[src/rtl/seg_pkg.sv]
// rtl/seg_pkg.sv - shared constants for the 7-segment scan-timing generator
package seg_pkg;

   localparam logic [1:0] ST_PARK = 2'd0;
   localparam logic [1:0] ST_SHOW = 2'd1;
   localparam logic [1:0] ST_DEAD = 2'd2;

   localparam logic [1:0] DIG0 = 2'd0;
   localparam logic [1:0] DIG1 = 2'd1;
   localparam logic [1:0] DIG2 = 2'd2;
   localparam logic [1:0] DIG3 = 2'd3;

   localparam logic [15:0] SEG_DEFAULT_DIV = 16'd50000;

endpackage

[src/rtl/seg_blink_timer.sv]
// rtl/seg_blink_timer.sv - counts display frames and toggles a blink phase every BLINK_FRAMES frames
module seg_blink_timer #(
   parameter int BLINK_FRAMES = 64
) (
   input  logic clk,
   input  logic rst_n,
   input  logic frame_tick,
   output logic blink_phase
);

   localparam int FRAME_W = (BLINK_FRAMES > 1) ? $clog2(BLINK_FRAMES) : 1;
   localparam logic [FRAME_W-1:0] FRAME_LAST = FRAME_W'(BLINK_FRAMES - 1);

   logic [FRAME_W-1:0] frame_cnt_q, frame_cnt_d;
   logic               blink_phase_q, blink_phase_d;

   always_comb begin
      frame_cnt_d   = frame_cnt_q;
      blink_phase_d = blink_phase_q;
      if (frame_tick) begin
         if (frame_cnt_q == FRAME_LAST) begin
            frame_cnt_d   = '0;
            blink_phase_d = ~blink_phase_q;
         end else begin
            frame_cnt_d = frame_cnt_q + FRAME_W'(1);
         end
      end
   end

   always_ff @(posedge clk) begin
      if (!rst_n) begin
         frame_cnt_q   <= '0;
         blink_phase_q <= 1'b0;
      end else begin
         frame_cnt_q   <= frame_cnt_d;
         blink_phase_q <= blink_phase_d;
      end
   end

   assign blink_phase = blink_phase_q;

endmodule

[src/rtl/seg_scan_ctrl.sv]
// rtl/seg_scan_ctrl.sv - digit scan timing with dwell divider, dead-time blanking and blink phase
// Optional SEG_SCAN_DIM_EN adds a 2-bit dim input that shortens the lit part of each dwell.
module seg_scan_ctrl
   import seg_pkg::*;
#(
   parameter int                    PRESCALE_W   = 16,
   parameter logic [PRESCALE_W-1:0] DEFAULT_DIV  = PRESCALE_W'(SEG_DEFAULT_DIV),
   parameter int                    DEAD_CYCLES  = 8,
   parameter int                    BLINK_FRAMES = 64
) (
   input  logic                  clk,
   input  logic                  rst_n,
   input  logic                  scan_en,
   input  logic                  div_load,
   input  logic [PRESCALE_W-1:0] div_val,
`ifdef SEG_SCAN_DIM_EN
   input  logic [1:0]            dim,
`endif
   output logic [1:0]            Scanning,
   output logic                  blank,
   output logic                  digit_tick,
   output logic                  frame_tick,
   output logic                  blink_phase
);

   localparam int DEAD_W = (DEAD_CYCLES > 1) ? $clog2(DEAD_CYCLES) : 1;
   localparam logic [DEAD_W-1:0] DEAD_LAST = DEAD_W'((DEAD_CYCLES > 0) ? DEAD_CYCLES - 1 : 0);

   logic [1:0]            state_q, state_d;
   logic [1:0]            scanning_q, scanning_d;
   logic                  blank_q, blank_d;
   logic                  digit_tick_q, digit_tick_d;
   logic                  frame_tick_q, frame_tick_d;
   logic [PRESCALE_W-1:0] div_reg_q, div_reg_d;
   logic [PRESCALE_W-1:0] pending_div_q, pending_div_d;
   logic [PRESCALE_W-1:0] dwell_cnt_q, dwell_cnt_d;
   logic [DEAD_W-1:0]     dead_cnt_q, dead_cnt_d;
   logic [PRESCALE_W-1:0] eff_div;
   logic                  advance;
`ifdef SEG_SCAN_DIM_EN
   logic [1:0]            dim_q, dim_d;
   logic [PRESCALE_W-1:0] eff_div_nxt;
`endif

   always_comb begin
      state_d       = state_q;
      scanning_d    = scanning_q;
      div_reg_d     = div_reg_q;
      dwell_cnt_d   = dwell_cnt_q;
      dead_cnt_d    = dead_cnt_q;
      pending_div_d = div_load ? div_val : pending_div_q;
      digit_tick_d  = 1'b0;
      frame_tick_d  = 1'b0;
      advance       = 1'b0;
      eff_div       = (div_reg_q == '0) ? PRESCALE_W'(1) : div_reg_q;
`ifdef SEG_SCAN_DIM_EN
      dim_d         = dim_q;
`endif

      case (state_q)
         ST_PARK: begin
            if (scan_en) begin
               state_d     = ST_SHOW;
               dwell_cnt_d = '0;
               div_reg_d   = pending_div_d;
`ifdef SEG_SCAN_DIM_EN
               dim_d       = dim;
`endif
            end
         end
         ST_SHOW: begin
            if (!scan_en) begin
               state_d     = ST_PARK;
               dwell_cnt_d = '0;
               dead_cnt_d  = '0;
            end else if (dwell_cnt_q == eff_div - PRESCALE_W'(1)) begin
               if (DEAD_CYCLES > 0) begin
                  state_d    = ST_DEAD;
                  dead_cnt_d = '0;
               end else begin
                  advance = 1'b1;
               end
            end else begin
               dwell_cnt_d = dwell_cnt_q + PRESCALE_W'(1);
            end
         end
         ST_DEAD: begin
            if (!scan_en) begin
               state_d     = ST_PARK;
               dwell_cnt_d = '0;
               dead_cnt_d  = '0;
            end else if (dead_cnt_q == DEAD_LAST) begin
               advance = 1'b1;
            end else begin
               dead_cnt_d = dead_cnt_q + DEAD_W'(1);
            end
         end
         default: state_d = ST_PARK;
      endcase

      // A load arriving on the boundary cycle already governs the digit that starts here.
      if (advance) begin
         state_d      = ST_SHOW;
         scanning_d   = scanning_q + 2'd1;
         digit_tick_d = 1'b1;
         frame_tick_d = (scanning_q == DIG3);
         div_reg_d    = pending_div_d;
         dwell_cnt_d  = '0;
`ifdef SEG_SCAN_DIM_EN
         dim_d        = dim;
`endif
      end

`ifdef SEG_SCAN_DIM_EN
      eff_div_nxt = (div_reg_d == '0) ? PRESCALE_W'(1) : div_reg_d;
      blank_d     = (state_d != ST_SHOW) || (dwell_cnt_d >= (eff_div_nxt >> dim_d));
`else
      blank_d     = (state_d != ST_SHOW);
`endif
   end

   always_ff @(posedge clk) begin
      if (!rst_n) begin
         state_q       <= ST_PARK;
         scanning_q    <= DIG0;
         blank_q       <= 1'b1;
         digit_tick_q  <= 1'b0;
         frame_tick_q  <= 1'b0;
         div_reg_q     <= DEFAULT_DIV;
         pending_div_q <= DEFAULT_DIV;
         dwell_cnt_q   <= '0;
         dead_cnt_q    <= '0;
`ifdef SEG_SCAN_DIM_EN
         dim_q         <= 2'd0;
`endif
      end else begin
         state_q       <= state_d;
         scanning_q    <= scanning_d;
         blank_q       <= blank_d;
         digit_tick_q  <= digit_tick_d;
         frame_tick_q  <= frame_tick_d;
         div_reg_q     <= div_reg_d;
         pending_div_q <= pending_div_d;
         dwell_cnt_q   <= dwell_cnt_d;
         dead_cnt_q    <= dead_cnt_d;
`ifdef SEG_SCAN_DIM_EN
         dim_q         <= dim_d;
`endif
      end
   end

   // Fed the wrap event directly so blink_phase flips in step with frame_tick.
   seg_blink_timer #(
      .BLINK_FRAMES(BLINK_FRAMES)
   ) u_blink (
      .clk        (clk),
      .rst_n      (rst_n),
      .frame_tick (frame_tick_d),
      .blink_phase(blink_phase)
   );

   assign Scanning   = scanning_q;
   assign blank      = blank_q;
   assign digit_tick = digit_tick_q;
   assign frame_tick = frame_tick_q;

endmodule

[config.mk]
export PLATFORM = sky130hd
export DESIGN_NAME = seg_scan_ctrl
export DESIGN_NICKNAME = d
export VERILOG_FILES = /design/src/rtl/seg_pkg.sv /design/src/rtl/seg_blink_timer.sv /design/src/rtl/seg_scan_ctrl.sv
export SDC_FILE = /design/constraint.sdc
export NUM_CORES = 1
export LEC_CHECK = 0
export ABC_AREA = 1
export CAP_MARGIN = 20
export CELL_PAD_IN_SITES_DETAIL_PLACEMENT = 0
export CELL_PAD_IN_SITES_GLOBAL_PLACEMENT = 2
export CORE_ASPECT_RATIO = 0.7
export CORE_MARGIN = 8
export CORE_UTILIZATION = 30
export DETAILED_ROUTE_END_ITERATION = 6
export MAX_ROUTING_LAYER = met4
export PLACE_DENSITY = 0.8
export SYNTH_ARGS = -nofsm -noshare
export SYNTH_HDL_FRONTEND = slang
export SYNTH_HIERARCHICAL = 1
export SYNTH_SLANG_ARGS = --single-unit
[constraint.sdc]
create_clock -name clk -period 5.9 [get_ports clk]
set_input_delay 0.885 -clock clk [delete_from_list [all_inputs] [get_ports clk]]
set_output_delay 0.885 -clock clk [all_outputs]
set_load 0.03 [all_outputs]
==> qor.txt, run 1 <==
CRITICAL PATH
--------------------------------------------------------------------------------------------------
Required time worst endpoint                                                               6.13 ns
Cells along the critical path                                                         clkdlybuf4s50_1, inv_1, nor2_1, inv_1, nand2_1, o21a_1
Cell at the slowest stage of the critical path                                               inv_1
Path type of the worst setup path                                                     input port to flop
Maximum single-stage delay on the critical path                                            0.80 ns
Critical path fanouts, max                                                                      29
Signal arrival time at the worst endpoint                                                  3.34 ns
Crit start category                                                                     input port
Critical Path Sink Type                                                                       flop
Cell type with the highest occurrence count on the critical path                             inv_1

SYNTHESIS
--------------------------------------------------------------------------------------------------
Synthesis Warnings                                                                               6
Post-Synthesis Mean Instance Area                                                         6.84 µm²
Post-synthesis sequential area ratio                                                         36.4%
Synth area leader                                                                          dfxtp_1
Number of flops mapped to enable cells by yosys                                                  0
Top cells by area, synth                                                              dfxtp_1 36%, nand2_1 14%, nor2_1 8.2%
Portion of synthesized cell area occupied by the leading cell type                           36.4%
Synthesized instance count                                                                     523
Fraction of registers with async set/reset                                                      0%
Cell variety after synth                                                                        36
Flip-flop and latch count after synthesis                                                       65
Post-Synthesis Net Count                                                                       549
Post-synthesis instance area                                                           0.00358 mm²
Top_reg_cell synth                                                                         dfxtp_1

FINISH
--------------------------------------------------------------------------------------------------
Number of cells in the finished layout apart from fillers                                      707
Total number of nets in the final design                                                       571
Antenna diode count                                                                              0
Layout filler cell count                                                                      1213
Area Overhead vs Synth                                                                       19.7%
Share of final-layout standard cells stronger than drive strength 1                          7.27%
Final standard cell area without fillers                                               0.00429 mm²
Utilization after layout                                                                     36.7%

OUTCOME
--------------------------------------------------------------------------------------------------
Result of the run                                                                     finished clean

DRT
--------------------------------------------------------------------------------------------------
Routed WL per cell                                                                         13.3 µm
Antenna Violating Nets Remaining                                                                 0
DRT Wirelength                                                                             9.39 mm
Initial DRT Pass Iterations                                                                      4
Vias post-DR                                                                                  3231
Detail-routed via count per cell                                                              4.57
Starting DRT DRC Count                                                                         210
Total DRC errors in the routed layout                                                            0

FLOORPLANNING
--------------------------------------------------------------------------------------------------
X dimension of the die                                                                      147 µm
Row Count                                                                                       33
Number of placed I/O pins                                                                       26
Core Region                                                                             0.0117 mm²
Vertical die dimension                                                                      107 µm
Die area                                                                                0.0157 mm²
Starting density of the core                                                                 30.6%

PLACE
--------------------------------------------------------------------------------------------------
Worst slack after detailed placement                                                       2.39 ns
Final estimated routing congestion in global placement                                       0.875
Instance area at placement                                                             0.00396 mm²
Instance count after placement with tap cells included                                         691
Placed wire-length estimate after detailed placement                                       7.18 mm
I/O Buffers                                                                                     25

GLOBAL ROUTE
--------------------------------------------------------------------------------------------------
First-pass GRT wire length                                                                 15.8 mm
Number of global-route vias before repair                                                     3095
Total global routing track utilization                                                       12.9%
Pin count of the biggest net entering global routing                                            30
Met3 routing resource usage after global routing                                             3.28%
GRT Residual Overflow                                                                            0
Met1 GRT Util                                                                                18.0%
Global route hottest layer                                                                    met1
Antenna violations before repair                                                                 0
Met2 usage                                                                                   17.7%

CLOCK NETWORK
--------------------------------------------------------------------------------------------------
Total of cells resized after clock tree synthesis                                                0
Clock insertion delay at the later pin of the skew report                                  0.33 ns
Clock transition time at the flip-flop clock pins of the worst setup and hold paths        0.06 ns
Buffer count from post-CTS setup fixing                                                          0
CTS hold repair buffers                                                                          0
Number of buffers inserted during clock tree synthesis                                           9
H-Tree Depth                                                                                     3
Longest Clk Path Bufs                                                                            2
Root buffer selected by CTS                                                              clkbuf_16
Clock tree from TritonCTS                                                                      yes
TritonCTS Sinks                                                                                 65

POWER
--------------------------------------------------------------------------------------------------
Total power draw                                                                           1.18 mW
Total leakage power                                                                        1.77 nW
Power density relative to cell area                                                     276 mW/mm²
IR drop worst, VDD                                                                        0.140 mV

STA
--------------------------------------------------------------------------------------------------
Final clock period utilization by the worst path                                             52.7%
Unrepaired setup endpoints after global routing                                                 no
Worst Tran Pin Value                                                                      0.865 ns
Worst hold slack                                                                          0.485 ns
PnR worst setup slack                                                                      2.79 ns
Normalized max-slew margin                                                                   42.3%
Final setup fails                                                                                0
Final worst path period need                                                               3.11 ns
Final Hold Fails                                                                                 0
Total negative setup slack                                                                    0 ns
Maximum clock frequency                                                                  0.322 GHz
Worst clock skew                                                                        0.00794 ns
Pins Over Slew Limit                                                                             0

FLOW RUN
--------------------------------------------------------------------------------------------------
Reported max-cap violation count                                                                 0

MIN PATH
--------------------------------------------------------------------------------------------------
Worst Hold Class                                                                      flop to flop

==> critical path: cells and delay by family <==
| family | cells | cell delay, ns |
|---|---|---|
| AO/OA/AOI/OAI | 1 | 0.12 |
| buffers and inverters | 3 | 1.98 |
| AND/OR/NAND/NOR | 2 | 0.34 |
==> worst paths after layout <==
kind	cells past startpoint	end	from	slack, ns
max	6	Scanning[0]$_SDFFE_PN0P_	rst_n	2.79
min	2	u_blink/frame_cnt_q[0]$_SDFFE_PN0P_	u_blink/frame_cnt_q[0]$_SDFFE_PN0P_	0.48
max reg2reg	21	dwell_cnt_q[8]$_SDFFE_PP0P_	div_reg_q[4]$_SDFFE_PN1P_	2.80
min reg2reg	2	u_blink/frame_cnt_q[0]$_SDFFE_PN0P_	u_blink/frame_cnt_q[0]$_SDFFE_PN0P_	0.48
==> cells in the final DEF, fill, tap and decap left out, types with 20 or more instances in the layout <==
cell type / n
nand3_1: 33
a21oi_1: 25
inv_1: 59
nor2_1: 78
clkdlybuf4s50_1: 25
xor2_1: 20
nand2_1: 129
dfxtp_1: 65
nor3_1: 20
==> cells by family (layout without fill, tap and decap cells) <==
kind of cell               Yosys count  after routing  share of synthesized area [%]
buffers and inverters               76            103                           8.53
xor gates and xnor gates            23             23                           6.01
AOI/OAI and AO/OA                   52             52                           8.60
muxes                               10             10                           2.80
adders and majority gates            6              6                           2.10
DFF                                 65             65                           36.4
and+or+nand+nor                    291            291                           35.6
==> layer usage <==
| layer | vias up | wire length [µm] |
|---|---|---|
| met2 | 58 | 3640 |
| met1 | 1441 | 5200 |
| li1 | 1721 | - |
| met4 | 0 | 140 |
| met5 | - | 0 |
| met3 | 11 | 407 |
==> sequential cells by signal, indices dropped and copies added (netlist names) <==
register,flops
div_reg_q,16
dwell_cnt_q,16
pending_div_q,16
u_blink/frame_cnt_q,6
dead_cnt_q,3
Scanning,2
state_q,2
blank,1
digit_tick,1
frame_tick,1
u_blink/blink_phase,1
==> cell type report <==
cell class                 instances  area [µm²]  area share, %
multi-input combinational        382        1970           46.0
tap                              157         196           4.58
inverter                          61         229           5.34
clock buffer                      10         239           5.58
timing repair buffer              26         258           6.01
clock inverter                     6        90.1           2.10
sequential                        65        1300           30.4
==> power by group <==
group	total (mW)	switching (mW)	internal, mW
Sequential	0.475	0.0170	0.458
Clock	0.585	0.202	0.383
Combinational	0.123	0.0745	0.0482
Total	1.18	0.294	0.889
==> cell usage after synthesis (2+ instances only) <==
| cell | number |
|---|---|
| mux2i_1 | 10 |
| clkbuf_1 | 11 |
| nand2_1 | 129 |
| nor3_1 | 20 |
| xor2_1 | 20 |
| nand3_2 | 3 |
| a21oi_1 | 25 |
| nand4_1 | 5 |
| nand2_4 | 3 |
| a211oi_1 | 10 |
| ha_1 | 6 |
| a21oi_2 | 2 |
| nor4_1 | 4 |
| nor2_2 | 8 |
| o21ai_0 | 10 |
| nor2_1 | 78 |
| inv_1 | 59 |
| dfxtp_1 | 65 |
| clkinv_1 | 2 |
| nand3_1 | 33 |
| o21a_1 | 2 |
| xnor2_1 | 2 |
| nand2_2 | 3 |
No activity file was read; power rests on OpenSTA's default activity.
==> inputs of run 2 (changes only) <==
==> constraint.sdc (replaced) <==
create_clock -name clk -period 2.9 [get_ports clk]
set_input_delay 0.435 -clock clk [delete_from_list [all_inputs] [get_ports clk]]
set_output_delay 0.435 -clock clk [all_outputs]
set_load 0.03 [all_outputs]
==> run 2 against run 1 <==
Net effect:
- sequential cell count is the same
- die area is the same
- cell count grew 3.3%
- register-to-register slack lost 2.5 ns
- critical endpoint is now dwell_cnt_q[8]$_SDFFE_PP0P_
- critical path depth grew 12
- via count grew 3.1%
- clock skew is essentially flat
- design area grew 6.8%
- sequential power grew 100%
- clock-buffer cell count is the same
- routed wire length grew 1.2%
- worst hold slack is essentially flat
==> qor.txt, run 2 (synthesis results as in run 1) <==
OUTCOME
--------------------------------------------------------------------------------------------------
Result of the run                                                                     finished clean

FINISH
--------------------------------------------------------------------------------------------------
Total number of nets in the final design                                                       594   +4.0%
Number of cells in the finished layout apart from fillers                                      730   +3.3%
Commonest non-fill, non-tap cell in the layout                                             nand2_1
Largest registers                                                                     div_reg_q: 16 flops, dwell_cnt_q: 16 flops, pending_div_q: 16 flops
Area Overhead vs Synth                                                                       27.9%
Most frequent cells in the layout                                                     124 x nand2_1, 72 x nor2_1, 59 x inv_1, 55 x dfxtp_1, 31 x nand3_1
Antenna diode count                                                                              0   unchanged
Share of final-layout standard cells stronger than drive strength 1                          15.5%   +8.3 points

STA
--------------------------------------------------------------------------------------------------
Pins Over Slew Limit                                                                             0   unchanged
Final setup fails                                                                                0   unchanged
Worst Tran Pin Value                                                                      0.879 ns   +0.0134 ns
Final Hold Fails                                                                                 0   unchanged
Total negative setup slack                                                                    0 ns   unchanged
Worst hold slack                                                                          0.484 ns   -0.000492 ns
Worst clock skew                                                                        0.00772 ns   -0.000223 ns
Final worst path period need                                                               2.63 ns
Maximum clock frequency                                                                  0.380 GHz
Final clock period utilization by the worst path                                             90.8%
Normalized max-slew margin                                                                   41.4%   -0.84 points

DRT
--------------------------------------------------------------------------------------------------
DRT Wirelength                                                                             9.50 mm   +1.2%
Total DRC errors in the routed layout                                                            0   unchanged
Starting DRT DRC Count                                                                         110   -48%
Initial DRT Pass Iterations                                                                      4   unchanged
Vias post-DR                                                                                  3332   +3.1%
Antenna Violating Nets Remaining                                                                 0   unchanged
Detail-routed via count per cell                                                              4.56   -0.12%
Routed WL per cell                                                                         13.0 µm   -2.0%

GLOBAL ROUTE
--------------------------------------------------------------------------------------------------
Pin count of the biggest net entering global routing                                            29   -3.3%
Global route hottest layer                                                                    met2
Antenna violations before repair                                                                 0   unchanged
Total global routing track utilization                                                       13.0%   +0.070 points
Met2 usage                                                                                   19.3%   +1.6 points
Number of global-route vias before repair                                                     3342   +8.0%
GRT Residual Overflow                                                                            0   unchanged
First-pass GRT wire length                                                                 16.1 mm   +2.1%
Met1 GRT Util                                                                                17.1%   -0.86 points
Met3 routing resource usage after global routing                                             3.02%   -0.25 points

CLOCK NETWORK
--------------------------------------------------------------------------------------------------
CTS hold repair buffers                                                                          0   unchanged
Longest Clk Path Bufs                                                                            2   unchanged
TritonCTS Sinks                                                                                 65   unchanged
Clock insertion delay at the later pin of the skew report                                  0.33 ns   about the same
Number of buffers inserted during clock tree synthesis                                           9   unchanged
Root buffer selected by CTS                                                              clkbuf_16
Clock tree from TritonCTS                                                                      yes
H-Tree Depth                                                                                     3   unchanged
Clock transition time at the flip-flop clock pins of the worst setup and hold paths        0.06 ns   about the same

FLOORPLANNING
--------------------------------------------------------------------------------------------------
Row Count                                                                                       33   unchanged
X dimension of the die                                                                      147 µm   unchanged
Die area                                                                                0.0157 mm²   unchanged
Core Region                                                                             0.0117 mm²   unchanged
Starting density of the core                                                                 30.6%   unchanged
Vertical die dimension                                                                      107 µm   unchanged
Number of placed I/O pins                                                                       26   unchanged

POWER
--------------------------------------------------------------------------------------------------
Total power draw                                                                           2.38 mW   +100%
IR drop worst, VDD                                                                        0.255 mV   +83%
Total leakage power                                                                        1.90 nW   +6.9%
Power density relative to cell area                                                     520 mW/mm²   +89%

PLACE
--------------------------------------------------------------------------------------------------
Instance count after placement with tap cells included                                         706   +2.2%
Placed wire-length estimate after detailed placement                                       7.25 mm   +0.98%
I/O Buffers                                                                                     25   unchanged
Final estimated routing congestion in global placement                                       0.826   -5.6%

CRITICAL PATH
--------------------------------------------------------------------------------------------------
Reg-to-reg slack, setup                                                                    0.27 ns   -2.53 ns
Endpoint of the worst-slack reg-to-reg timing path                                    dwell_cnt_q[8]$_SDFFE_PP0P_
Reg2reg path depth                                                                              18   -14%
Path type of the worst setup path                                                     flop to flop
Reg-to-reg critical path startpoint                                                   div_reg_q[8]$_SDFFE_PN1P_
Critical path fanouts, max                                                                       8   -72%
Critical Path Sink Type                                                                       flop
Crit start category                                                                           flop
Capture point of the critical path                                                    dwell_cnt_q[8]$_SDFFE_PP0P_
Required time worst endpoint                                                               3.16 ns   -2.97 ns
Signal arrival time at the worst endpoint                                                  2.90 ns   -0.44 ns
Critical Path Source                                                                  div_reg_q[8]$_SDFFE_PN1P_

MIN PATH
--------------------------------------------------------------------------------------------------
Worst Hold Class                                                                      flop to flop

FLOW RUN
--------------------------------------------------------------------------------------------------
Reported max-cap violation count                                                                 0   unchanged

==> run 2: area by class of cell <==
type,count,area [µm²]
Fill cell,1245,7110
Multi-Input combinational cell,382,2070
Sequential cell,65,1320
Timing Repair Buffer,49,460
Clock buffer,10,239
Inverter,61,229
Tap cell,157,196
Clock inverter,6,67.6
==> run 2: worst min path at each step <==
stage	startpoint	end	slack [ns]	depth (start not counted)
after floorplan	u_blink/frame_cnt_q[0]$_SDFFE_PN0P_	u_blink/frame_cnt_q[0]$_SDFFE_PN0P_	0.45	2
after detailed placement	u_blink/frame_cnt_q[0]$_SDFFE_PN0P_	u_blink/frame_cnt_q[0]$_SDFFE_PN0P_	0.47	2
final	u_blink/frame_cnt_q[0]$_SDFFE_PN0P_	u_blink/frame_cnt_q[0]$_SDFFE_PN0P_	0.48	2
after global routing	u_blink/frame_cnt_q[0]$_SDFFE_PN0P_	u_blink/frame_cnt_q[0]$_SDFFE_PN0P_	0.51	2
after CTS	u_blink/frame_cnt_q[0]$_SDFFE_PN0P_	u_blink/frame_cnt_q[0]$_SDFFE_PN0P_	0.48	2
after global placement	u_blink/frame_cnt_q[0]$_SDFFE_PN0P_	u_blink/frame_cnt_q[0]$_SDFFE_PN0P_	0.47	2
==> run 2: power by group <==
part	switching, mW	total (mW)	internal [mW]	leakage (nW)
combinational	0.183	0.316	0.133	1.22
sequential	0.0284	0.962	0.934	0.534
clock	0.413	1.10	0.689	0.145
total	0.624	2.38	1.76	1.90
==> run 2: routing by layer <==
| layer | wire length (µm) | share of wire [%] |
|---|---|---|
| met1 | 5150 | 54 |
| met2 | 3880 | 41 |
| met3 | 356 | 3.7 |
| met4 | 109 | 1.1 |
| met5 | 0 | 0 |
==> run 2: stage by stage <==
stage               setup slack (ns)  instance area, µm²  util [%]
finish                         0.267                4580      39.2
global route                 -0.0164                4580      39.2
CTS                           0.0433                4390      37.6
detailed placement            0.0337                4080      34.9
global placement               0.112                4080      34.9
floorplan                      0.372                3580         -
==> run 2: repair_timing <==
action	CTS	global route
endpoints found under the hold margin	0	0
setup buffers	0	7
pin swaps	0	12
setup endpoints to repair	1	20
cloned	0	1
resized for setup	1	34
==> run 2: critical path, cell delays in order (launching register included) <==
cell       delay, ns
dfxtp_4         0.36
nor2_4          0.13
nand2_2         0.09
nor2_4          0.13
nand2_4         0.06
nand2_2         0.06
inv_1           0.04
ha_2            0.20
xor2_1          0.17
or2_2           0.14
nand4_1         0.12
nor2_1          0.15
nand2_1         0.07
nor2_2          0.13
nand3_2         0.15
nand2_8         0.16
clkbuf_16       0.16
nand3_1         0.08
a21oi_2         0.16
==> variant (settings of run 2) <==
`PRESCALE_W`: 16 -> 32.
--- a/src/rtl/seg_scan_ctrl.sv
+++ b/src/rtl/seg_scan_ctrl.sv
@@ -5,3 +5,3 @@
 #(
-   parameter int                    PRESCALE_W   = 16,
+   parameter int                    PRESCALE_W   = 32,
    parameter logic [PRESCALE_W-1:0] DEFAULT_DIV  = PRESCALE_W'(SEG_DEFAULT_DIV),
Ports: changed (resized div_val); port bits go from 26 to 42. The function was not compared with the original's and may differ.
==> variant against run 2 <==
  * Sequential power rose by 74%
  * First-iteration DRC count rose to 4.5 times the old value
  * Sequential cell count rose by 48
  * Area after synthesis rose by 85%
  * Power rose by 94%
  * Clock skew fell by 1.0 ps
  * Maximum frequency fell by 15%
  * Routed wire length rose by 130%
  * Setup slack got worse by 450 ps
  * Synthesized cell count rose by 88%
  * Critical path type unchanged
  * Design area rose by 94%
  * Die area rose by 73%
  * Combinational power rose to 2.6 times the old value
  * Hold slack barely moved
  * The flow now finishes with violations (setup timing)
==> variant: results (changes against run 2) <==
Routing
  • Initial drt markers: 498 (+350%)
  • Via count: 6566 (+97%)
  • First-pass iteration count of the detailed router: 6 (+2)

Synthesis
  • Net count after synthesis: 1024 (+87%)
  • Largest cells by area after synthesis: dfxtp_1 (34%), nand2_1 (12%), nor2_1 (9.2%)
  • Register area share after synthesis: 0.341 (-0.0227)
  • Synth cell count leaders: nand2_1 (207), nor2_1 (163), dfxtp_1 (113), inv_1 (95), nand3_1 (64)
  • Post-synth cell types: 35 (-2.8%)

Placement
  • Port Buffer Count: 41 (+64%)
  • HPWL after DPL: 15.7 mm (+120%)

STA
  • Final setup vio count: 35 (+35)
  • Worst-Margin Slew: 715 ps (-163 ps)
  • Setup ws final: -182 ps (-449 ps)

Critical path
  • Reg2reg start: div_reg_q[15]
  • Reg2reg path depth: 23 (+5)
  • Reg-to-Reg End: dwell_cnt_q[15]

Clocking
  • H-tree levels: 4 (+1)
  • CTS buffer count: 17 (+8)

Finish
  • Layout cells sized above 1: 0.200 (+0.0445)
  • # nets final: 1135 (+91%)
  • FILL cells: 2260 (+82%)
  • Biggest regs: div_reg_q (32), dwell_cnt_q (32), pending_div_q (32)

Status
  • Failing checks: setup timing
  • Status: finished with violations

Power and ir drop
  • Leakage: 3.54 nW (+87%)
  • Worst vdd rail ir drop: 399 uV (+56%)

GRT
  • Largest net degree at the start of global routing: 53 (+83%)
  • Gr usage total: 0.167 (+0.0374)
## variant: logic make-up after synthesis
group           Yosys count  synth area share
compound gates           89            0.0788
xor+xnor                 66            0.0871
fa+ha+maj                 6            0.0113
buf+inv                 141            0.0858
flops                   113             0.341
mux                      26            0.0392
simple gates            541             0.357
## variant: layer usage
metal / GRT usage / up-vias / share of wire
met4: 0.0521 / 0 / 0.014
met3: 0.0347 / 20 / 0.055
met1: 0.245 / 2964 / 0.55
met2: 0.222 / 168 / 0.39
li1: - / 3414 / -
met5: - / - / 0
## variant: stage by stage
stage               cells  total power [mW]  TNS (ps)  cell area [um^2]  setup WS (ps)
floorplan             982              2.10         0              6640           17.3
global placement     1336              2.39     -8440              7770           -250
detailed placement   1336              2.39    -11220              7770           -341
CTS                  1381              4.62     -4740              8660           -154
global route         1388              4.85    -10520              8900           -338
finish               1388              4.62     -4780              8900           -182
## variant: report_power, final
part / total, mW / switching, mW / leakage [nW] / internal [mW]
Clock: 2.14 / 0.785 / 0.286 / 1.35
Combinational: 0.810 / 0.451 / 2.32 / 0.359
Sequential: 1.67 / 0.0373 / 0.931 / 1.63
Total: 4.62 / 1.27 / 3.54 / 3.35
## variant: critical path, cell delays in order (launching register included)
cell	delay (ps)
dfxtp_2	360
nor2_1	60
nand2_1	80
nor2_2	60
nand2_2	80
nor2_4	50
nor2_4	120
ha_4	160
nand2_4	70
nor2_4	100
nand4_1	220
nor2_1	220
or2_4	140
nand2_2	30
nand3b_1	150
nor2_2	120
nand2_2	90
nor2_4	160
nand3_4	110
nand2_8	110
buf_12	120
nand2_4	120
nand2_1	130
a21oi_1	70
## variant: worst min path at each step
stage	from	end	slack, ps
2_1_floorplan	u_blink/frame_cnt_q[0]	u_blink/frame_cnt_q[0]	450
3_3_place_gp	u_blink/frame_cnt_q[0]	u_blink/frame_cnt_q[0]	470
3_5_place_dp	pending_div_q[2]	pending_div_q[2]	480
4_1_cts	dead_cnt_q[1]	dead_cnt_q[1]	490
5_1_grt	u_blink/frame_cnt_q[0]	u_blink/frame_cnt_q[0]	520
6_report	pending_div_q[25]	pending_div_q[25]	480
## variant: cell type report
type                       count  area share
clock buffer                  24      0.0553
clock inverter                 8      0.0115
inverter                      97      0.0409
multi-input combinational    730       0.459
sequential                   113       0.258
tap                          282      0.0397
timing repair buffer         134       0.135
## variant: what timing repair did
item	CTS	global route
resized for setup	46	51
pin swaps	10	19
gates cloned	2	1
buffers inserted	11	6
endpoints found under the setup margin	36	38
